**src/rtl/reg_bank_pkg.sv**
```systemverilog
`default_nettype none
// +------------------------------------------------------------------+
// | reg_bank_pkg : shared encodings and next-value helper            |
// | Rev 1.0                                                          |
// +------------------------------------------------------------------+
package reg_bank_pkg;

  localparam int MAX_W = 32;

  typedef enum logic [1:0] {
    FS_CLR  = 2'd0,
    FS_LOAD = 2'd1,
    FS_DEC  = 2'd2,
    FS_INC  = 2'd3
  } fun_sel_e;

  typedef struct packed {
    logic             wrap;
    logic [MAX_W-1:0] value;
  } next_t;

  // Operands are zero-extended to MAX_W; max_val is the all-ones pattern of the real width.
  function automatic next_t next_value(input logic [MAX_W-1:0] cur,
                                       input logic [MAX_W-1:0] load,
                                       input logic [MAX_W-1:0] max_val,
                                       input fun_sel_e         fs,
                                       input logic             sat);
    next_t r;
    r.wrap  = 1'b0;
    r.value = cur;
    case (fs)
      FS_CLR:  r.value = '0;
      FS_LOAD: r.value = load;
      FS_DEC: begin
        if (cur == '0) begin
          r.wrap  = 1'b1;
          r.value = sat ? '0 : max_val;
        end else begin
          r.value = cur - 1'b1;
        end
      end
      FS_INC: begin
        if (cur == max_val) begin
          r.wrap  = 1'b1;
          r.value = sat ? max_val : '0;
        end else begin
          r.value = cur + 1'b1;
        end
      end
      default: r.value = cur;
    endcase
    return r;
  endfunction

endpackage
`default_nettype wire

```
**src/rtl/reg_cell_p.sv**
```systemverilog
`default_nettype none
// +------------------------------------------------------------------+
// | reg_cell_p : one register with shadow copy and sticky wrap flag  |
// | Rev 1.0                                                          |
// +------------------------------------------------------------------+
module reg_cell_p
  import reg_bank_pkg::*;
#(
  parameter int WIDTH = 8,
  parameter int SAT   = 0
) (
  input  logic             clk,
  input  logic             rst_n,
  input  logic             en,
  input  fun_sel_e         fun_sel,
  input  logic [WIDTH-1:0] data,
  input  logic             snap,
  input  logic             restore,
  input  logic             clr_flags,
  output logic [WIDTH-1:0] q,
  output logic             flag
);

  logic [WIDTH-1:0] shadow;
  logic [MAX_W-1:0] cur_ext;
  logic [MAX_W-1:0] load_ext;
  logic [MAX_W-1:0] max_ext;
  next_t            nxt;
  logic             flag_nxt;
  logic             unused_hi;

  always_comb begin
    cur_ext              = '0;
    cur_ext[WIDTH-1:0]   = q;
    load_ext             = '0;
    load_ext[WIDTH-1:0]  = data;
    max_ext              = '0;
    max_ext[WIDTH-1:0]   = '1;
    nxt                  = next_value(cur_ext, load_ext, max_ext, fun_sel, SAT != 0);
  end

  // Bits above WIDTH are always zero because every operand is masked to WIDTH.
  assign unused_hi = ^nxt.value;

  // A wrap event in the same cycle overrides either form of clearing.
  always_comb begin
    flag_nxt = flag;
    if (clr_flags)                  flag_nxt = 1'b0;
    if (en && fun_sel == FS_CLR)    flag_nxt = 1'b0;
    if (en && nxt.wrap)             flag_nxt = 1'b1;
  end

  always_ff @(posedge clk or negedge rst_n) begin
    if (!rst_n) begin
      q      <= '0;
      shadow <= '0;
      flag   <= 1'b0;
    end else if (restore) begin
      q <= shadow;
      if (snap) shadow <= q;
    end else begin
      if (en)   q      <= nxt.value[WIDTH-1:0];
      if (snap) shadow <= q;
      flag <= flag_nxt;
    end
  end

endmodule
`default_nettype wire

```
**src/rtl/reg_bank_p.sv**
```systemverilog
`default_nettype none
// +------------------------------------------------------------------+
// | reg_bank_p : parametrised register bank, shadow, wrap/sat, bypass|
// | Rev 1.0                                                          |
// +------------------------------------------------------------------+
module reg_bank_p
  import reg_bank_pkg::*;
#(
  parameter int WIDTH  = 8,
  parameter int DEPTH  = 8,
  parameter int SEL_W  = $clog2(DEPTH),
  parameter int SAT    = 0,
  parameter int BYPASS = 1
) (
  input  logic             CLK,
  input  logic             RST_N,
  input  logic [DEPTH-1:0] RSel,
  input  logic [1:0]       FunSel,
  input  logic [WIDTH-1:0] I,
  input  logic             Snap,
  input  logic             Restore,
  input  logic             ClrFlags,
  input  logic [SEL_W-1:0] O1Sel,
  input  logic [SEL_W-1:0] O2Sel,
  output logic [WIDTH-1:0] O1,
  output logic [WIDTH-1:0] O2,
  output logic [DEPTH-1:0] WrapFlag
);

  logic [WIDTH-1:0] regs [DEPTH];
  fun_sel_e         fs;
  logic             load_now;

  assign fs       = fun_sel_e'(FunSel);
  assign load_now = (BYPASS != 0) && (fs == FS_LOAD) && !Restore;

  for (genvar k = 0; k < DEPTH; k++) begin : g_cell
    reg_cell_p #(
      .WIDTH (WIDTH),
      .SAT   (SAT)
    ) u_cell (
      .clk       (CLK),
      .rst_n     (RST_N),
      .en        (!RSel[k]),
      .fun_sel   (fs),
      .data      (I),
      .snap      (Snap),
      .restore   (Restore),
      .clr_flags (ClrFlags),
      .q         (regs[k]),
      .flag      (WrapFlag[k])
    );
  end

  // Selects beyond DEPTH read zero; a load in flight is forwarded when bypass is on.
  always_comb begin
    O1 = '0;
    if (int'(O1Sel) < DEPTH) begin
      O1 = regs[O1Sel];
      if (load_now && !RSel[O1Sel]) O1 = I;
    end
  end

  always_comb begin
    O2 = '0;
    if (int'(O2Sel) < DEPTH) begin
      O2 = regs[O2Sel];
      if (load_now && !RSel[O2Sel]) O2 = I;
    end
  end

endmodule
`default_nettype wire

```
**config.mk**
```make
export PLATFORM = sky130hd
export DESIGN_NAME = reg_bank_p
export DESIGN_NICKNAME = d
export VERILOG_FILES = /design/src/rtl/reg_bank_pkg.sv /design/src/rtl/reg_cell_p.sv /design/src/rtl/reg_bank_p.sv
export SDC_FILE = /design/constraint.sdc
export NUM_CORES = 1
export LEC_CHECK = 0
export CORE_ASPECT_RATIO = 0.5
export CORE_UTILIZATION = 63
export CTS_BUF_LIST = sky130_fd_sc_hd__clkbuf_4 sky130_fd_sc_hd__clkbuf_8
export CTS_CLUSTER_SIZE = 14
export DETAILED_ROUTE_END_ITERATION = 12
export PLACE_DENSITY = 0.91
export RECOVER_POWER = 25
export SKIP_LAST_GASP = 1
export SYNTH_ARGS = -nofsm -noshare
export SYNTH_HDL_FRONTEND = slang
export SYNTH_SLANG_ARGS = --single-unit
export TNS_END_PERCENT = 1
```
**constraint.sdc**
```tcl
create_clock -name CLK -period 2.8 [get_ports CLK]
set_clock_uncertainty 0.2 [all_clocks]
set_input_delay 0.28 -clock CLK [delete_from_list [all_inputs] [get_ports CLK]]
set_output_delay 0.28 -clock CLK [all_outputs]
set_load 0.01 [all_outputs]
```
# Word-level counts from Yosys, hierarchy flattened
# Index checks and enable logic that the tools add are counted.
# word_totals
ff_bits,136
input_bits,29
out_inout_bits,24
wordCells,214
# classes
addsub,16
n_lt_le_gt_ge,4
n_eq_ne,19
muxes,93
bitwise,3
reduce_logical,55
# ops
operator,count
8-bit two-way mux,38
8-bit case mux with 4 select lines,8
"8-bit by 1-bit adder with 8-bit output, second input constant",8
"8-bit equality test, second input constant",8
8-bit zero test,8
"8-bit by 1-bit subtractor with 8-bit output, second input constant",8
8-bit binary-select mux with 3-bit select,2
1-bit two-way mux,35
3-bit nonzero test,8
1-bit logical AND,19
"2-bit by 1-bit != test with 1-bit output, second input constant",8
1-bit case mux with 2 select lines,8
2-bit AND reduction,8
1-bit zero test,11
"4-bit greater-or-equal comparator, second input constant",2
"3-bit by 4-bit less-than comparator with 1-bit output, second input constant",2
3-bit NOT with 4-bit output,2
1-bit binary-select mux with 3-bit select,2
"2-bit equality test, second input constant",2
"2-bit by 1-bit equality test with 1-bit output, second input constant",1
2-bit zero test,1
1-bit NOT,1

# Depth between registers and ports, before layout
# Gate-level depths: netlist (run 1).
# logic_depth
word_depth,6
ltp_mapped,8
mapped_depth_nobuf,7

# By module
# From an unflattened synthesis (run 1), not the netlist that was laid out.
# unflattened
hier_cells,1171
hier_area_um2,11294.6
# modules_own_cells
mod,n_inst,cells_each,area_per_inst_um2,seq_area_each_um2
reg_cell_p at g_cell[0].u_cell ...,5,136,1249.9,425.4
reg_cell_p at g_cell[5].u_cell ...,3,132,1222.4,425.4
reg_bank_p,1,95,1377.6,0.0

# Least setup slack after synthesis (run 1)
# OpenSTA, ideal clock, no wires.
# synth_path
path_type,input-to-output
start,input O1Sel[0]
end,output O1[0]
arrival_time_ns,1.751
path_slack_ns,0.569
cell_stages,6
n_path_buf,2
cell_sequence,buf_2 mux4_2 mux2i_1 nand2_1 clkbuf_1 a21oi_1
# synth_between
elab_chain_cells,5
word_cells_on_any_way,9
# synth_rtl
element,line,text
"start, declared",reg_bank_p.sv:23,"input logic [SEL_W-1:0] O1Sel,"
3-bit NOT with 4-bit output (not written as such) or 1-bit binary-select mux with 3-bit select (tied branches),"reg_bank_p.sv:59, reg_bank_p.sv:60",
8-bit binary-select mux with 3-bit select or 1-bit two-way mux (tied branches),"reg_bank_p.sv:59, reg_bank_p.sv:60",
8-bit two-way mux (not written as such) or 1-bit zero test (tied branches),"reg_bank_p.sv:59, reg_bank_p.sv:60",
8-bit two-way mux (not written as such) or 1-bit logical AND (tied branches),"reg_bank_p.sv:59, reg_bank_p.sv:60",
8-bit two-way mux (*),reg_bank_p.sv:60,if (load_now && !RSel[O1Sel]) O1 = I;
"end, declared",reg_bank_p.sv:25,"output logic [WIDTH-1:0] O1,"
# Mark *: on every way between the ends. The rest lies on a longest branch, timed or not. The select of a mux whose other input is x is not followed.

# Final worst setup path (run 1)
# layout_path
start,input RSel[7]
end,output O1[7]
# layout_between
elab_chain_cells,5
# layout_rtl
element,line,text
"start, declared",reg_bank_p.sv:17,"input logic [DEPTH-1:0] RSel,"
1-bit binary-select mux with 3-bit select,reg_bank_p.sv:60,
1-bit two-way mux (not written as such),reg_bank_p.sv:60,
1-bit zero test,reg_bank_p.sv:60,
1-bit logical AND,reg_bank_p.sv:60,
8-bit two-way mux,reg_bank_p.sv:60,
# Every way passes these cells. The select of a mux whose other input is x is not followed.

==> results.py, run 1 <==
metrics = {
    "sta": {
        "fin_crit_sh": 1.06,
        "finalMaxSlewViolations": 70,
        "layout_setup_ws_ns": -0.173,
        "tightest_slew_ns": 1.86,
        "max_slew_margin": -0.239,
        "setup_viol": 10,
        "fin_tns_setup_ns": -0.604,
        "hold_viol_final": 0,
        "rsz0062_at_grt": "true",
        "min_period_ns": 2.97,
        "fmax_ghz": 0.336,
        "timing.hold.ws_ns": 0.194,
    },
    "grt": {
        "grt_max_degree": 76,
        "grt_first_pass_wirelength_mm": 55.0,
        "gr-total-overflow": 0,
        "track_usage": 0.423,
        "grt_pass1_vias": 9809,
        "antenna_found_initial": 0,
    },
    "routing": {
        "vias_per_cell": 7.03,
        "drc_errors": 0,
        "initialDrtViolationCount": 1683,
        "dr.pass1.iters": 6,
        "wl_per_cell_um": 23.9,
        "routed_wl_mm": 35.5,
        "vias": 10400,
        "ant_nets": 0,
    },
    "synthesis": {
        "ys_ff_latch": 136,
        "avgSynthCellArea_um2": 8.69,
        "synthArstFlopShare": 1.00,
        "synth-seq-area-share": 0.319,
        "syn_inst": 1229,
        "synth_edf_count": 0,
        "netlist_area_um2": 10700,
        "synth_nets": 1282,
        "synth_top_flop_cell": "dfrtp_1",
        "synth_cell_type_count": 75,
        "yosysWarnings": 0,
    },
    "job": {
        "drv_cap": 1,
    },
    "clock_tree": {
        "cts-root-buf": "clkbuf_8",
        "clk_latency_ns": 0.47,
        "clock_path_buffers": 2,
        "cts_setup_buffers": 0,
        "clock-sinks": 136,
        "cts_inserted_buffers": 17,
        "clk_pin_slew_ns": 0.08,
        "cts_tree": "done",
        "htreeDepth": 4,
    },
    "power_and_ir_drop": {
        "power_density_nw_per_um2": 736,
        "peakVddDrop_v": 0.000567,
        "p_int_mw": 5.33,
        "seqPwrFrac": 0.368,
        "leakagePower_nw": 4.95,
        "combinationalPowerShare": 0.408,
        "p_sw_mw": 3.50,
        "p_sw_frac": 0.396,
        "clkPwrFrac": 0.224,
    },
    "critical_path": {
        "crit_fanout": 11,
        "path_class": "in -> out",
        "timing.critical_path.cells": "clkdlybuf4s50_1 > mux4_2 > mux2i_1 > nand2_1 > buf_12 > a21oi_1 > clkdlybuf4s50_1",
        "cp_common_cell": "clkdlybuf4s50_1",
        "critPathCaptureType": "primary output",
        "cp_data_arrival_time_ns": 2.49,
        "reg2reg_depth": 5,
        "cp.required_ns": 2.32,
        "start_kind": "primary input",
        "crit_cells": 7,
        "cpMaxStageDelayCell": "clkdlybuf4s50_1",
        "critical-path-max-stage-delay_ns": 0.58,
        "cp_top_family": "buffers and inverters",
        "cp_num_buf_inv": 3,
    },
    "floorplanning": {
        "rows": 33,
        "io_pins": 53,
        "die_y_um": 94.1,
        "initial_core_util": 0.649,
        "die_x_um": 186,
        "die_area_um2": 17500,
        "core_area_um2": 16500,
    },
    "place": {
        "gp_congestion": 1.04,
        "port_buffers": 52,
        "hpwlAfterDp_mm": 24.1,
        "placed_cell_area_um2": 11500,
    },
    "min_path": {
        "worstHoldPathType": "in -> reg",
        "hold_path_depth": 3,
    },
    "finish": {
        "area_growth_pct": 12.3,
        "fill_cells": 1121,
        "drive_above_1_share": 0.178,
        "nets": 1295,
        "design_area_um2": 12000,
    },
    "run_status": {
        "status": "complete, but fails checks",
        "violations": "max-capacitance violations, max-slew violations, negative setup slack",
    },
}
==> state kept, by name (all words and copies together), names as in the netlist <==
signal	count
g_cell.u_cell.flag	8
g_cell.u_cell.q	64
g_cell.u_cell.shadow	64
==> worst paths after layout <==
path	startpoint	endpoint	slack, ns
max	RSel[7]	O1[7]	-0.17
min	Restore	g_cell[6].u_cell.q[0]	0.19
max reg2reg	g_cell[0].u_cell.q[4]	g_cell[0].u_cell.q[0]	0.10
min reg2reg	g_cell[2].u_cell.shadow[1]	g_cell[2].u_cell.q[1]	0.29
max in group asynchronous	RST_N	g_cell[3].u_cell.q[2]	0.49
min in group asynchronous	RST_N	g_cell[7].u_cell.shadow[5]	0.64
==> worst register-to-register path, cell delays in order (launching register included) <==
cell      delay (ns)
dfrtp_1         0.56
nor4_1          0.91
nand3b_1        0.32
nor2_1          0.29
a311oi_1        0.10
o221ai_1        0.23
==> routing by layer <==
layer / track usage / vias to the layer above / part of all wire
li1: - / 4471 / -
met2: 0.642 / 816 / 0.43
met4: 0.178 / 0 / 0.048
met3: 0.139 / 188 / 0.15
met1: 0.555 / 4961 / 0.38
met5: 0 / - / 0
==> per-stage QoR <==
| step | total power [mW] | cells | utilization | setup slack, ns |
|---|---|---|---|---|
| after floorplan | 5.56 | 1229 | - | 0.569 |
| after global placement | 6.52 | 1449 | 0.699 | -0.300 |
| after detailed placement | 6.71 | 1449 | 0.699 | -0.298 |
| after CTS | 8.69 | 1482 | 0.728 | -0.241 |
| after global routing | 9.26 | 1482 | 0.728 | -0.181 |
| final | 8.83 | 1484 | 0.729 | -0.173 |
==> kinds of logic after synthesis <==
logic type,count (synthesis),synth area share
compound gates,295,0.175
flops,136,0.319
xor+xnor,67,0.0549
fa+ha+maj,24,0.0281
mux,123,0.166
simple gates,418,0.187
buf+inv,166,0.0704
==> repair_timing <==
item                                    4_1_cts  5_1_grt
hold endpoints to repair                     68        0
endpoints found under the setup margin       16       18
resized for setup                             5        4
hold buffers                                  1        0
==> layout make-up <==
cell class | instances | area [um^2] | share of cell area
multi-input combinational | 927 | 6530 | 0.544
clock inverter | 11 | 191 | 0.0159
sequential | 136 | 3400 | 0.284
timing repair buffer | 134 | 1210 | 0.101
tap | 227 | 284 | 0.0237
clock buffer | 21 | 283 | 0.0236
antenna | 2 | 5.00 | 0.000417
inverter | 26 | 97.6 | 0.00813
==> cells in the mapped netlist (16+ instances only) <==
library cell  number  share of area
xor2_1            17          0.014
nand3_1           44          0.021
mux2i_1           23          0.022
dfrtp_1          136           0.32
inv_1             26         0.0091
o211ai_1          16          0.011
clkbuf_1         109          0.038
xnor2_1           50          0.041
o21ai_0           65          0.030
nor3_1            27          0.013
a21oi_1          102          0.048
mux4_2            34          0.072
ha_1              24          0.028
nor2_1           111          0.039
mux2_2            64          0.067
nand2_1          128          0.045
==> power groups by stage <==
stage	clock, mW	sequential, mW	combinational [mW]
4_1_cts	1.98	3.18	3.53
5_1_grt	2.07	3.29	3.91
3_5_place_dp	0	3.22	3.49
3_3_place_gp	0	3.18	3.34
6_report	1.98	3.25	3.60
2_1_floorplan	0	2.70	2.86
==> cell usage in the layout, fill, tap and decap left out, drive strengths merged, types with 16 or more instances in the layout <==
master / synthesis / routed
inv: 26 / 28
dfrtp: 136 / 136
mux2: 64 / 64
xor2: 17 / 17
o211ai: 16 / 16
a21oi: 102 / 102
buf: 23 / 83
ha: 24 / 24
xnor2: 50 / 50
o21ai: 66 / 66
nand3: 44 / 44
nand2: 129 / 129
clkdlybuf4s50: 0 / 40
nor2: 112 / 112
mux2i: 23 / 23
clkbuf: 117 / 23
nor3: 27 / 27
mux4: 36 / 36
No activity file was read; power rests on OpenSTA's default activity.
==> inputs of run 2 (changes only) <==
CORE_UTILIZATION = 68   (was 63)
PLACE_DENSITY = 0.95   (was 0.91)
clock period = 3.75 ns   (was 2.8 ns; I/O delays follow)
==> run 2 against run 1 <==
Against the previous run: sequential cell count unchanged; highest routed layer unchanged; clock power fell by 23%; via count fell by 1.0%; the flow finishes with violations (max-capacitance violations, max-slew violations); cell count decreased by 5.6%; sequential share of layout area is 1.2 points higher; critical path depth is 1 lower; largest cell class unchanged; global-route usage up 1.0 points; first-iteration DRC count is 5.5% higher; worst setup slack better by 0.34 ns.
==> results.py, run 2 (synthesized netlist as in run 1, its figures left out) <==
metrics = {
    "finish": {
        "nets": 1242,
        "drive_above_1_share": 0.143,
        "area_growth_pct": 7.94,
        "final_cells": 1401,
        "design_area_um2": 11500,
        "layout_commonest_cell": "dfrtp_1",
        "largest_registers": "g_cell.u_cell.q x64, g_cell.u_cell.shadow x64, g_cell.u_cell.flag x8",
        "final_cell_mix": "dfrtp_1, nand2_1, nor2_1, a21oi_1, o21ai_0",
    },
    "place": {
        "hpwlAfterDp_mm": 22.2,
        "gp_congestion": 1.01,
        "pre_cts_slack_ns": 0.112,
        "placed_cell_area_um2": 11000,
        "port_buffers": 52,
        "dp_cells": 1367,
    },
    "clock_tree": {
        "cts_inserted_buffers": 17,
        "cts_tree": "done",
        "cts-root-buf": "clkbuf_8",
        "htreeDepth": 4,
        "cts_setup_buffers": 0,
        "clock_path_buffers": 2,
        "clk_latency_ns": 0.48,
        "clk_pin_slew_ns": 0.09,
        "clock-sinks": 136,
    },
    "critical_path": {
        "reg2reg_depth": 5,
        "r2r_end": "g_cell[0].u_cell.q[0]",
        "cp.required_ns": 3.17,
        "r2r_start": "g_cell[0].u_cell.q[4]",
        "path_class": "in -> out",
        "cp_common_cell": "clkdlybuf4s50_1",
        "timing.critical_path.cells": "clkdlybuf4s50_1 > mux4_2 > mux2i_1 > nand2_1 > a21oi_1 > clkdlybuf4s50_1",
        "critPathCaptureType": "primary output",
        "endpoint": "O2[6]",
        "reg2reg_slack_ns": 1.19,
        "cp_data_arrival_time_ns": 3.01,
        "start_kind": "primary input",
        "crit_fanout": 16,
        "cpMaxStageDelayCell": "clkdlybuf4s50_1",
        "critical-path-max-stage-delay_ns": 0.70,
        "startpoint": "O2Sel[0]",
    },
    "min_path": {
        "worstHoldPathType": "in -> reg",
        "hold_start": "Restore",
    },
    "floorplanning": {
        "die_y_um": 90.6,
        "core_area_um2": 14900,
        "die_area_um2": 16200,
        "initial_core_util": 0.717,
        "io_pins": 53,
        "die_x_um": 179,
        "rows": 31,
    },
    "job": {
        "drv_cap": 2,
    },
    "grt": {
        "grt_first_pass_wirelength_mm": 53.0,
        "grt_max_degree": 116,
        "antenna_found_initial": 1,
        "grt_pass1_vias": 9843,
        "gr-total-overflow": 0,
        "track_usage": 0.433,
    },
    "run_status": {
        "violations": "max-capacitance violations, max-slew violations",
        "status": "complete, but fails checks",
    },
    "routing": {
        "drc_errors": 0,
        "dr.pass1.iters": 7,
        "ant_nets": 0,
        "vias_per_cell": 7.37,
        "wl_per_cell_um": 24.1,
        "initialDrtViolationCount": 1776,
        "routed_wl_mm": 33.8,
        "vias": 10300,
    },
    "sta": {
        "layout_setup_ws_ns": 0.163,
        "min_period_ns": 3.59,
        "max_slew_margin": -0.639,
        "fin_crit_sh": 0.956,
        "setup_viol": 0,
        "fin_tns_setup_ns": 0,
        "fmax_ghz": 0.279,
        "finalMaxSlewViolations": 125,
        "hold_viol_final": 0,
        "rsz0062_at_grt": "false",
        "tightest_slew_ns": 2.46,
    },
    "power_and_ir_drop": {
        "leakagePower_nw": 4.62,
        "power_density_nw_per_um2": 563,
        "total_power_mw": 6.49,
        "peakVddDrop_v": 0.000305,
    },
}
-- run 2: worst min-delay path by stage --
stage	to	slack, ns	cells past startpoint
2_1_floorplan	g_cell[0].u_cell.flag	-0.12	0
3_3_place_gp	g_cell[2].u_cell.q[1]	0.26	2
3_5_place_dp	g_cell[1].u_cell.q[1]	0.27	2
4_1_cts	g_cell[2].u_cell.q[1]	0.13	3
5_1_grt	g_cell[2].u_cell.q[1]	0.17	3
6_report	g_cell[2].u_cell.q[1]	0.15	3
-- run 2: layout make-up --
| class | count | area, um^2 |
|---|---|---|
| Tap cell | 198 | 248 |
| Timing Repair Buffer | 81 | 759 |
| Sequential cell | 136 | 3400 |
| Inverter | 26 | 97.6 |
| Antenna cell | 1 | 2.50 |
| Clock buffer | 22 | 303 |
| Clock inverter | 10 | 188 |
| Multi-Input combinational cell | 927 | 6530 |
| Fill cell | 949 | 3360 |
-- run 2: layer usage --
| metal | up-vias | track usage | wire, um |
|---|---|---|---|
| met5 | - | 0 | 0 |
| met4 | 0 | 0.242 | 1900 |
| met3 | 225 | 0.152 | 5620 |
| met2 | 935 | 0.606 | 14200 |
| met1 | 4810 | 0.584 | 12100 |
| li1 | 4358 | - | - |
-- run 2: report_power, final --
part           switching, mW  internal [mW]
combinational           1.16           1.21
clock                  0.641          0.883
sequential             0.783           1.82
total                   2.59           3.91
-- run 2: stage by stage --
step / hold WS [ns] / util
after global routing: 0.172 / 0.774
after detailed placement: 0.269 / 0.741
final: 0.152 / 0.774
after global placement: 0.257 / 0.741
after floorplan: -0.121 / -
after CTS: 0.134 / 0.775
-- run 2: critical path, delay by kind of cell --
| kind | cells | cell delay (ns) |
|---|---|---|
| buf+inv | 2 | 1.27 |
| mux | 2 | 0.69 |
| simple gates | 1 | 0.38 |
| compound gates | 1 | 0.30 |
-- run 2: what timing repair did --
| item | in CTS | in global routing |
|---|---|---|
| gates resized for setup | 0 | 1 |
| hold endpoints to repair | 93 | 0 |
| hold buffers | 1 | 0 |
| endpoints found under the setup margin | 0 | 1 |
==> inputs of run 3 (changes only) <==
SLEW_MARGIN = 0   (was not set)
==> results of run 3 <==
Final layout, timing and power as in run 2 (identical DEF).
